$ cat config.mk
export PLATFORM = sky130hd
export DESIGN_NAME = cla_addsub_pipe
export DESIGN_NICKNAME = d
export VERILOG_FILES = /design/src/rtl/cla_addsub_pipe.sv
export SDC_FILE = /design/constraint.sdc
export NUM_CORES = 1
export LEC_CHECK = 0
export BUFFER_PORTS_ARGS = -buffer_cell sky130_fd_sc_hd__buf_2
export CORE_MARGIN = 1.5
export CORE_UTILIZATION = 54
export CTS_CLUSTER_SIZE = 25
export DETAILED_ROUTE_END_ITERATION = 16
export PLACE_DENSITY = 0.87
export SLEW_MARGIN = 25
export SYNTH_ARGS = -nofsm -noshare
export SYNTH_HDL_FRONTEND = slang
export SYNTH_SLANG_ARGS = --single-unit
$ cat constraint.sdc
create_clock -name sys_clk -period 4.32 [get_ports sys_clk]
set_input_delay 0.648 -clock sys_clk [delete_from_list [all_inputs] [get_ports sys_clk]]
set_output_delay 0.648 -clock sys_clk [all_outputs]
set_load 0.05 [all_outputs]
$ cat src/rtl/cla_addsub_pipe.sv
// cla_addsub_pipe: two-stage pipelined add/subtract unit with ready/valid
// handshakes and an internal carry flag for ADC/SBC chaining.
// Stage 1 adds the low half with 4-bit carry-lookahead groups; stage 2 adds
// the high half with the registered low carry and forms the flags.
//
// Ports:
//   sys_clk    in   system clock, rising edge
//   sys_rst    in   synchronous reset, active high
//   in_valid   in   operand beat offered
//   in_ready   out  beat accepted this cycle (combinational)
//   a, b       in   operands, WIDTH bits
//   op         in   0=ADD 1=ADC 2=SUB 3=SBC
//   out_valid  out  result beat offered
//   out_ready  in   consumer accepts result
//   sum        out  result, WIDTH bits
//   co         out  carry (ADD/ADC) or borrow (SUB/SBC)
//   ov         out  signed overflow
//   z          out  sum == 0
//   cflag      out  internal carry flag
module cla_addsub_pipe #(
    parameter int unsigned WIDTH = 32
) (
    input  logic             sys_clk,
    input  logic             sys_rst,
    input  logic             in_valid,
    output logic             in_ready,
    input  logic [WIDTH-1:0] a,
    input  logic [WIDTH-1:0] b,
    input  logic [1:0]       op,
    output logic             out_valid,
    input  logic             out_ready,
    output logic [WIDTH-1:0] sum,
    output logic             co,
    output logic             ov,
    output logic             z,
    output logic             cflag
);

    localparam int unsigned H  = WIDTH / 2;
    localparam int unsigned NG = H / 4;

    // 4-bit group carry generator; returns active-low carries c4..c1.
    function automatic logic [3:0] cla4_cn(input logic [3:0] g,
                                           input logic [3:0] p,
                                           input logic       ci);
        logic c1, c2, c3, c4;
        c1 = g[0] | (p[0] & ci);
        c2 = g[1] | (p[1] & g[0]) | (p[1] & p[0] & ci);
        c3 = g[2] | (p[2] & g[1]) | (p[2] & p[1] & g[0])
           | (p[2] & p[1] & p[0] & ci);
        c4 = g[3] | (p[3] & g[2]) | (p[3] & p[2] & g[1])
           | (p[3] & p[2] & p[1] & g[0]) | (p[3] & p[2] & p[1] & p[0] & ci);
        return ~{c4, c3, c2, c1};
    endfunction

    // Half-width adder: nibble groups chained through each group's c4.
    function automatic logic [H:0] cla_add(input logic [H-1:0] x,
                                           input logic [H-1:0] y,
                                           input logic         ci);
        logic [H-1:0] g, p, s;
        logic [3:0]   cn;
        logic         c;
        g = x & y;
        p = x ^ y;
        s = '0;
        c = ci;
        for (int unsigned k = 0; k < NG; k++) begin
            cn         = cla4_cn(g[4*k +: 4], p[4*k +: 4], c);
            s[4*k +: 4] = p[4*k +: 4] ^ {~cn[2:0], c};
            c          = ~cn[3];
        end
        return {c, s};
    endfunction

    // Stage 1 registers
    logic         r_s1_valid;
    logic [H-1:0] r_sum_lo;
    logic         r_c_lo;
    logic [H-1:0] r_a_hi;   // r_a_hi[H-1] is a[MSB]
    logic [H-1:0] r_bb_hi;
    logic         r_sub;

    // Stage 2 / output registers
    logic             r_out_valid;
    logic [WIDTH-1:0] r_sum;
    logic             r_co;
    logic             r_ov;
    logic             r_z;
    logic             r_cflag;

    logic             w_s2_adv;
    logic             w_s1_adv;
    logic             w_in_fire;
    logic [WIDTH-1:0] w_bb;
    logic             w_cin;
    logic [H:0]       w_lo;
    logic [H:0]       w_hi;
    logic [WIDTH-1:0] w_sum;
    logic             w_co;
    logic             w_ov;
    logic             w_z;

    // Handshake and carry interlock: ADC/SBC wait until S1 is empty so
    // cflag already holds the carry of every earlier beat.
    always_comb begin
        w_s2_adv  = ~r_out_valid | out_ready;
        w_s1_adv  = ~r_s1_valid | w_s2_adv;
        in_ready  = w_s1_adv & ~sys_rst & ~(op[0] & r_s1_valid);
        w_in_fire = in_valid & in_ready;
    end

    // Stage 1 datapath: operand conditioning and low-half add.
    // op[1] selects subtract, op[0] selects carry chaining.
    always_comb begin
        w_bb  = b ^ {WIDTH{op[1]}};
        w_cin = op[0] ? (r_cflag ^ op[1]) : op[1];
        w_lo  = cla_add(a[H-1:0], w_bb[H-1:0], w_cin);
    end

    // Stage 2 datapath: high-half add and flag formation.
    always_comb begin
        w_hi  = cla_add(r_a_hi, r_bb_hi, r_c_lo);
        w_sum = {w_hi[H-1:0], r_sum_lo};
        w_co  = w_hi[H] ^ r_sub;
        w_ov  = (r_a_hi[H-1] == r_bb_hi[H-1]) & (w_hi[H-1] != r_a_hi[H-1]);
        w_z   = ~|w_sum;
    end

    // Pipeline registers
    always_ff @(posedge sys_clk) begin
        if (sys_rst) begin
            r_s1_valid  <= 1'b0;
            r_sum_lo    <= '0;
            r_c_lo      <= 1'b0;
            r_a_hi      <= '0;
            r_bb_hi     <= '0;
            r_sub       <= 1'b0;
            r_out_valid <= 1'b0;
            r_sum       <= '0;
            r_co        <= 1'b0;
            r_ov        <= 1'b0;
            r_z         <= 1'b0;
            r_cflag     <= 1'b0;
        end else begin
            if (w_s1_adv) begin
                r_s1_valid <= w_in_fire;
                if (w_in_fire) begin
                    r_sum_lo <= w_lo[H-1:0];
                    r_c_lo   <= w_lo[H];
                    r_a_hi   <= a[WIDTH-1:H];
                    r_bb_hi  <= w_bb[WIDTH-1:H];
                    r_sub    <= op[1];
                end
            end
            if (w_s2_adv) begin
                r_out_valid <= r_s1_valid;
                if (r_s1_valid) begin
                    r_sum   <= w_sum;
                    r_co    <= w_co;
                    r_ov    <= w_ov;
                    r_z     <= w_z;
                    r_cflag <= w_co;
                end
            end
        end
    end

    assign out_valid = r_out_valid;
    assign sum       = r_sum;
    assign co        = r_co;
    assign ov        = r_ov;
    assign z         = r_z;
    assign cflag     = r_cflag;

endmodule

Word level (Yosys, flattened, before mapping)
Cells that the tools add are included.
Storage, ports and cells
  output and inout port bits: 38
  flip-flop bits (word level): 87
  logic and storage cells: 276
  memory bits (writable): 0
  memories: 0
  bits in latches: 0
  bits in read-only memories: 0
Operators by class
  add/subtract/negate cells: 0
  bitwise logic cells: 258
  order comparisons: 0
  equal/unequal tests: 2
  muxes and demuxes: 1
  divide/modulo/power cells: 0
  reductions and logical operators: 4
  $mul: 0
  shift-type cells: 0
Operators with widths (count)
  AND 1 bit: 133
  OR 1 bit: 82
  AND 16 bit: 2
  inverter 4 bit: 8
  OR reduction 32 bit: 1
  XOR 16 bit: 2
  XOR 32 bit: 1
  XOR 4 bit: 8
  inverter 3 bit: 8
  inverter 1 bit: 12
  AND reduction 2 bit: 2
  XOR 1 bit: 2
  equality test 1 bit: 1
  logical NOT 1 bit: 1
  2-to-1 mux 1 bit: 1
  inequality test 1 bit: 1

Longest topological paths before layout
  depth after elaboration: 23
  depth in mapped cells: 14
  mapped depth without buffers: 13

Worst setup path before layout
OpenSTA, ideal clock, no wires.
  path type: input to register
  start point: input port op[1]
  end point: register r_sum_lo[12]
  stages: 12
  slack: 503 ps
  required time: 4234 ps
  arrival: 3731 ps
  cell sequence: buf_2 -> buf_1 -> clkbuf_1 -> xor2_1 -> ha_1 -> a21oi_1 -> o21ai_0 -> a221oi_1 -> a21oi_1 -> nor2_1 -> fa_1 -> a211oi_1
On the way
  cells in the longest elaborated chain, start to end: 18
  elaborated cells between the ends (all ways): 45
  classes of those cells: 1 x mux; 44 x bitwise
RTL lines
  from (decl): line 29  | input logic [1:0] op,
  XOR 32 bit: line 115  | w_bb = b ^ {WIDTH{op[1]}};
  XOR 16 bit / AND 16 bit (equally long branches): line 64, 63
  AND 1 bit (on tied branches): line 51, 52
  OR 1 bit (tied with other cells): line 51  | c4 = g[3] | (p[3] & g[2]) | (p[3] & p[2] & g[1])
  OR 1 bit / AND 1 bit (equally long branches): line 51, 52
  OR 1 bit / AND 1 bit (equally long branches): line 52  | | (p[3] & p[2] & p[1] & g[0]) | (p[3] & p[2] & p[1] & p[0] & ci);
  OR 1 bit: line 52
  inverter 4 bit: line 53  | return ~{c4, c3, c2, c1};
  (+2 left out)
  OR 1 bit: line 52
  inverter 4 bit: line 53
  inverter 1 bit: line 70  | c = ~cn[3];
  AND 1 bit: line 52
  OR 1 bit: line 52
  inverter 4 bit: line 53
  inverter 1 bit: line 70
  XOR 4 bit *: line 69  | s[4*k +: 4] = p[4*k +: 4] ^ {~cn[2:0], c};
  to (signal assigned): line 148  | r_sum_lo <= w_lo[H-1:0];
  to (decl): line 77  | logic [H-1:0] r_sum_lo;
Mark *: on every way between the ends. The rest lies on a longest branch, timed or not.
A chain may end at the register's enable or synchronous reset.

Worst setup path after layout
  start point: register r_a_hi[0]
  end point: register r_z, in the netlist z
On the way
  elaborated cells between the ends (all ways): 58
  classes of those cells: 56 x bitwise; 2 x reduce/logical
RTL lines
  from (decl): line 79  | logic [H-1:0] r_a_hi;
  from (signal assigned): line 150  | r_a_hi <= a[WIDTH-1:H];
  AND 16 bit / XOR 16 bit (equally long branches): line 63, 64
  AND 1 bit: line 52
  OR 1 bit / AND 1 bit (equally long branches): line 52
  OR 1 bit *: line 52
  inverter 4 bit *: line 53
  inverter 1 bit *: line 70
  AND 1 bit *: line 52
  OR 1 bit *: line 52
  (+2 left out)
  AND 1 bit *: line 52
  OR 1 bit *: line 52
  inverter 4 bit *: line 53
  inverter 1 bit *: line 70
  XOR 4 bit *: line 69
  via w_hi[12]: line 97  | logic [H:0] w_hi;
  OR reduction 32 bit *: line 126  | w_z = ~|w_sum;
  logical NOT 1 bit *: line 126
  to (signal assigned): line 161  | r_z <= w_z;
  to (decl): line 88  | logic r_z;
The timed path passes the listed nets; every way through them passes the cells marked *.

==> results.yml <==
grt:
  number_of_antenna_violations_at_the_first_check_in_global_routing: 0
  grt_overflow: 0
  overall_fraction_of_global_route_tracks_in_use_pct: 26.3
  grt_first_pass_wirelength_mm: 18.9
  vias_in_the_first_global_route: 4115
  grt_max_degree: 85
route:
  drcViolationCount: 0
  antenna_left: 0
  routed_via_count: 4362
  detail_route.vias_per_cell: 5.65
  drt_first_pass_iters: 5
  detail_route.iter0.violations: 350
  routed_wire_per_std_cell_microns: 15.2
  route.final.wire_length_mm: 11.7
timing:
  final_period_utilization_pct: 83.3
  finalHoldViolCount: 0
  worst_hold_slack_ns: 0.457
  maxSlewHeadroom_pct: 45.1
  setup_viol: 0
  worst_pin_slew_ns: 0.823
  clock-skew-final_ns: 0.00840
  achievable-frequency_mhz: 278
  final.min_clock_period_ns: 3.60
  rsz0062_at_grt: "false"
  tns_ns: 0
  final.setup.worst_slack_ns: 0.721
  report.final.slew_viol_count: 0
clock_tree:
  worst_skew_pair.late_latency_ns: 0.36
  cts_tree: "built"
  tritoncts_sink_count: 87
  postCtsHoldBufs: 0
  cts_resized: 0
  cts_inserted_buffers: 9
  cts_setup_buffers: 0
  clockRootBuffer: "clkbuf_8"
  cts-htree-levels: 3
  path_clk_slew_ns: 0.09
  clockBufferDepth: 2
synthesis:
  syn-mean-instance-area_sq_um: 8.26
  synth_cell_type_count: 53
  largest_family_of_logic_cells_by_synthesized_area: "simple AND/OR/NAND/NOR gates"
  synth-adder-area-share_pct: 11.9
  postSynthCellCount: 571
  synth-edff-count: 0
  synthesis.yosys.warnings: 0
  compound_gate_portion_of_the_synthesized_area_pct: 18.6
  ys_ff_latch: 87
  ys_async_sr_fraction_pct: 0
  sequential_cell_area_fraction_in_the_yosys_report_pct: 36.9
  synthesis.nets: 681
  syn-cell-area_sq_um: 4720
  synthXorXnorAreaFrac_pct: 8.91
  synth_mux_area_share_pct: 0.212
  yosys_most_used_dff: "dfxtp_1"
  share_of_synthesized_cell_area_in_and_or_nand_and_nor_gates_pct: 19.3
placed_design:
  estimated_wirelength_of_the_detail_placed_design_mm: 8.88
  detailedPlace.worstSlack_ns: 0.674
  numPortBuffers: 107
  place_congestion: 0.899
power_and_ir_drop:
  fin_total_pwr_w: 0.00189
  worst_ir_drop_vdd_v: 0.000152
  p_leak_nw: 2.49
  power_per_cell_area_nw_per_um2: 343
critical_path:
  worst-endpoint-arrival_ns: 3.88
  r2r-start: "r_a_hi[0]"
  path_buf_inv: 0
  cp_top_family: "compound AO/OA/AOI/OAI gates"
  timing.critical_path.from_type: "register"
  end_kind: "register"
  required_ns: 4.60
  worst_path_largest_cell_delay_ns: 0.46
  worstSetupPathType: "register to register"
  cp-startpoint: "r_a_hi[0]"
  path_cells: "ha_1, a211oi_2, o21ai_1, a32o_1, o21a_1, a21o_1, fa_1, nor3_1, nand4_1, nor3_1, nand4_1, or4_1, o31ai_2"
  worstPathMaxFanout: 3
  worst_path_max_delay_cell: "fa_1"
final_layout:
  finish.utilization_pct: 66.2
  syn2layout_area_growth_pct: 17.1
  post_route_cells_drive_above_1_share_pct: 21.0
  num-nets-final: 772
  diodes: 0
min_path:
  hp-class: "register to register"
  worstHoldStart: "sum[1]"
die:
  die-area_sq_um: 9300
  die_h_microns: 96.5
  core_region_area_sq_um: 8340
  row_count: 33
  die-width_microns: 96.5
  ios: 108
  start_util_pct: 56.6
run:
  max_cap_violations: 0
status:
  run_status: "finished clean"
==> layout by cell type, fill, tap and decap left out, types with 12 or more instances in the layout <==
| cell type | count |
|---|---|
| a211oi_1 | 25 |
| a21oi_1 | 66 |
| buf_2 | 107 |
| dfxtp_1 | 87 |
| ha_1 | 32 |
| inv_1 | 17 |
| nand2_1 | 103 |
| nor2_1 | 43 |
| o21ai_0 | 12 |
| xnor2_1 | 27 |
| xor2_1 | 21 |
==> worst reg2reg max path, stage by stage (launching register included) <==
cell and delay, ns:
dfxtp_1 0.34, ha_1 0.33, a211oi_2 0.28, o21ai_1 0.16, a32o_1 0.28, o21a_1 0.23, a21o_1 0.20, fa_1 0.46
nor3_1 0.22, nand4_1 0.12, nor3_1 0.20, nand4_1 0.10, or4_1 0.43, o31ai_2 0.19
==> synthesized netlist by cell type, types with 2 or more instances <==
cell / number / area, sq um
a211oi_1: 25 / 188
a21boi_0: 3 / 22.5
a21o_1: 9 / 67.6
a21oi_1: 66 / 330
a31oi_1: 2 / 12.5
and2_1: 4 / 25.0
and3_1: 4 / 25.0
buf_1: 4 / 15.0
clkbuf_1: 28 / 105
dfxtp_1: 87 / 1740
fa_1: 8 / 160
ha_1: 32 / 400
inv_1: 17 / 63.8
nand2_1: 103 / 387
nand2b_1: 2 / 12.5
nand3_1: 10 / 50.1
nand3b_1: 4 / 30.0
nand4_1: 4 / 25.0
nor2_1: 43 / 161
nor2b_1: 3 / 18.8
nor3_1: 10 / 50.1
nor4_1: 5 / 31.3
o21a_1: 2 / 15.0
o21ai_0: 12 / 60.1
o21ba_2: 2 / 20.0
o21bai_1: 2 / 15.0
o31ai_1: 2 / 15.0
or3_1: 6 / 37.5
or4_1: 2 / 15.0
xnor2_1: 27 / 236
xor2_1: 21 / 184
==> worst paths after layout <==
| check | endpoint | slack (ns) | cells after the start |
|---|---|---|---|
| worst max-delay path | z | 0.72 | 13 |
| worst max register to register | z | 0.72 | 13 |
| worst min-delay path | sum[1] | 0.46 | 2 |
| worst min register to register | sum[1] | 0.46 | 2 |
==> layer usage <==
layer	share of wire [%]	track usage, %	routed length [microns]	vias up
met5	0	0	0	-
met2	47	42.5	5450	164
met3	7.2	4.46	848	16
met1	45	36.1	5220	2024
met4	1.7	7.73	202	0
li1	-	-	-	2158
==> cell families (layout without fill, tap and decap cells) <==
group,after synthesis,after routing
XOR/XNOR,48,48
AO/OA/AOI/OAI,139,139
flip-flops,87,87
multiplexers,1,1
adder cells (fa/ha/maj),40,40
AND/OR/NAND/NOR,205,205
buffers and inverters,51,147
==> final cells by class <==
cell class,count,area [sq um]
fill,698,2820
clock buffer,9,124
sequential,87,1740
clock inverter,7,77.6
timing repair buffer,114,601
multi-input combinational,433,2780
inverter,17,63.8
tap,105,131
==> state kept, by name (all words and copies together), names as in the netlist <==
register / flops
co: 1
out_valid: 1
ov: 1
r_a_hi: 16
r_bb_hi: 16
r_c_lo: 1
r_s1_valid: 1
r_sub: 1
r_sum_lo: 16
sum: 32
z: 1
==> power breakdown <==
group          switching, W  internal [W]
logic              0.000260      0.000171
clock network      0.000311      0.000274
registers         0.0000331      0.000843
==> stage by stage <==
stage / cell area (sq um) / cells
2_1_floorplan: 4720 / 571
3_3_place_gp: 5300 / 755
3_5_place_dp: 5300 / 755
4_1_cts: 5500 / 771
5_1_grt: 5520 / 772
6_report: 5520 / 772
Power figures use the tool's default switching activity.
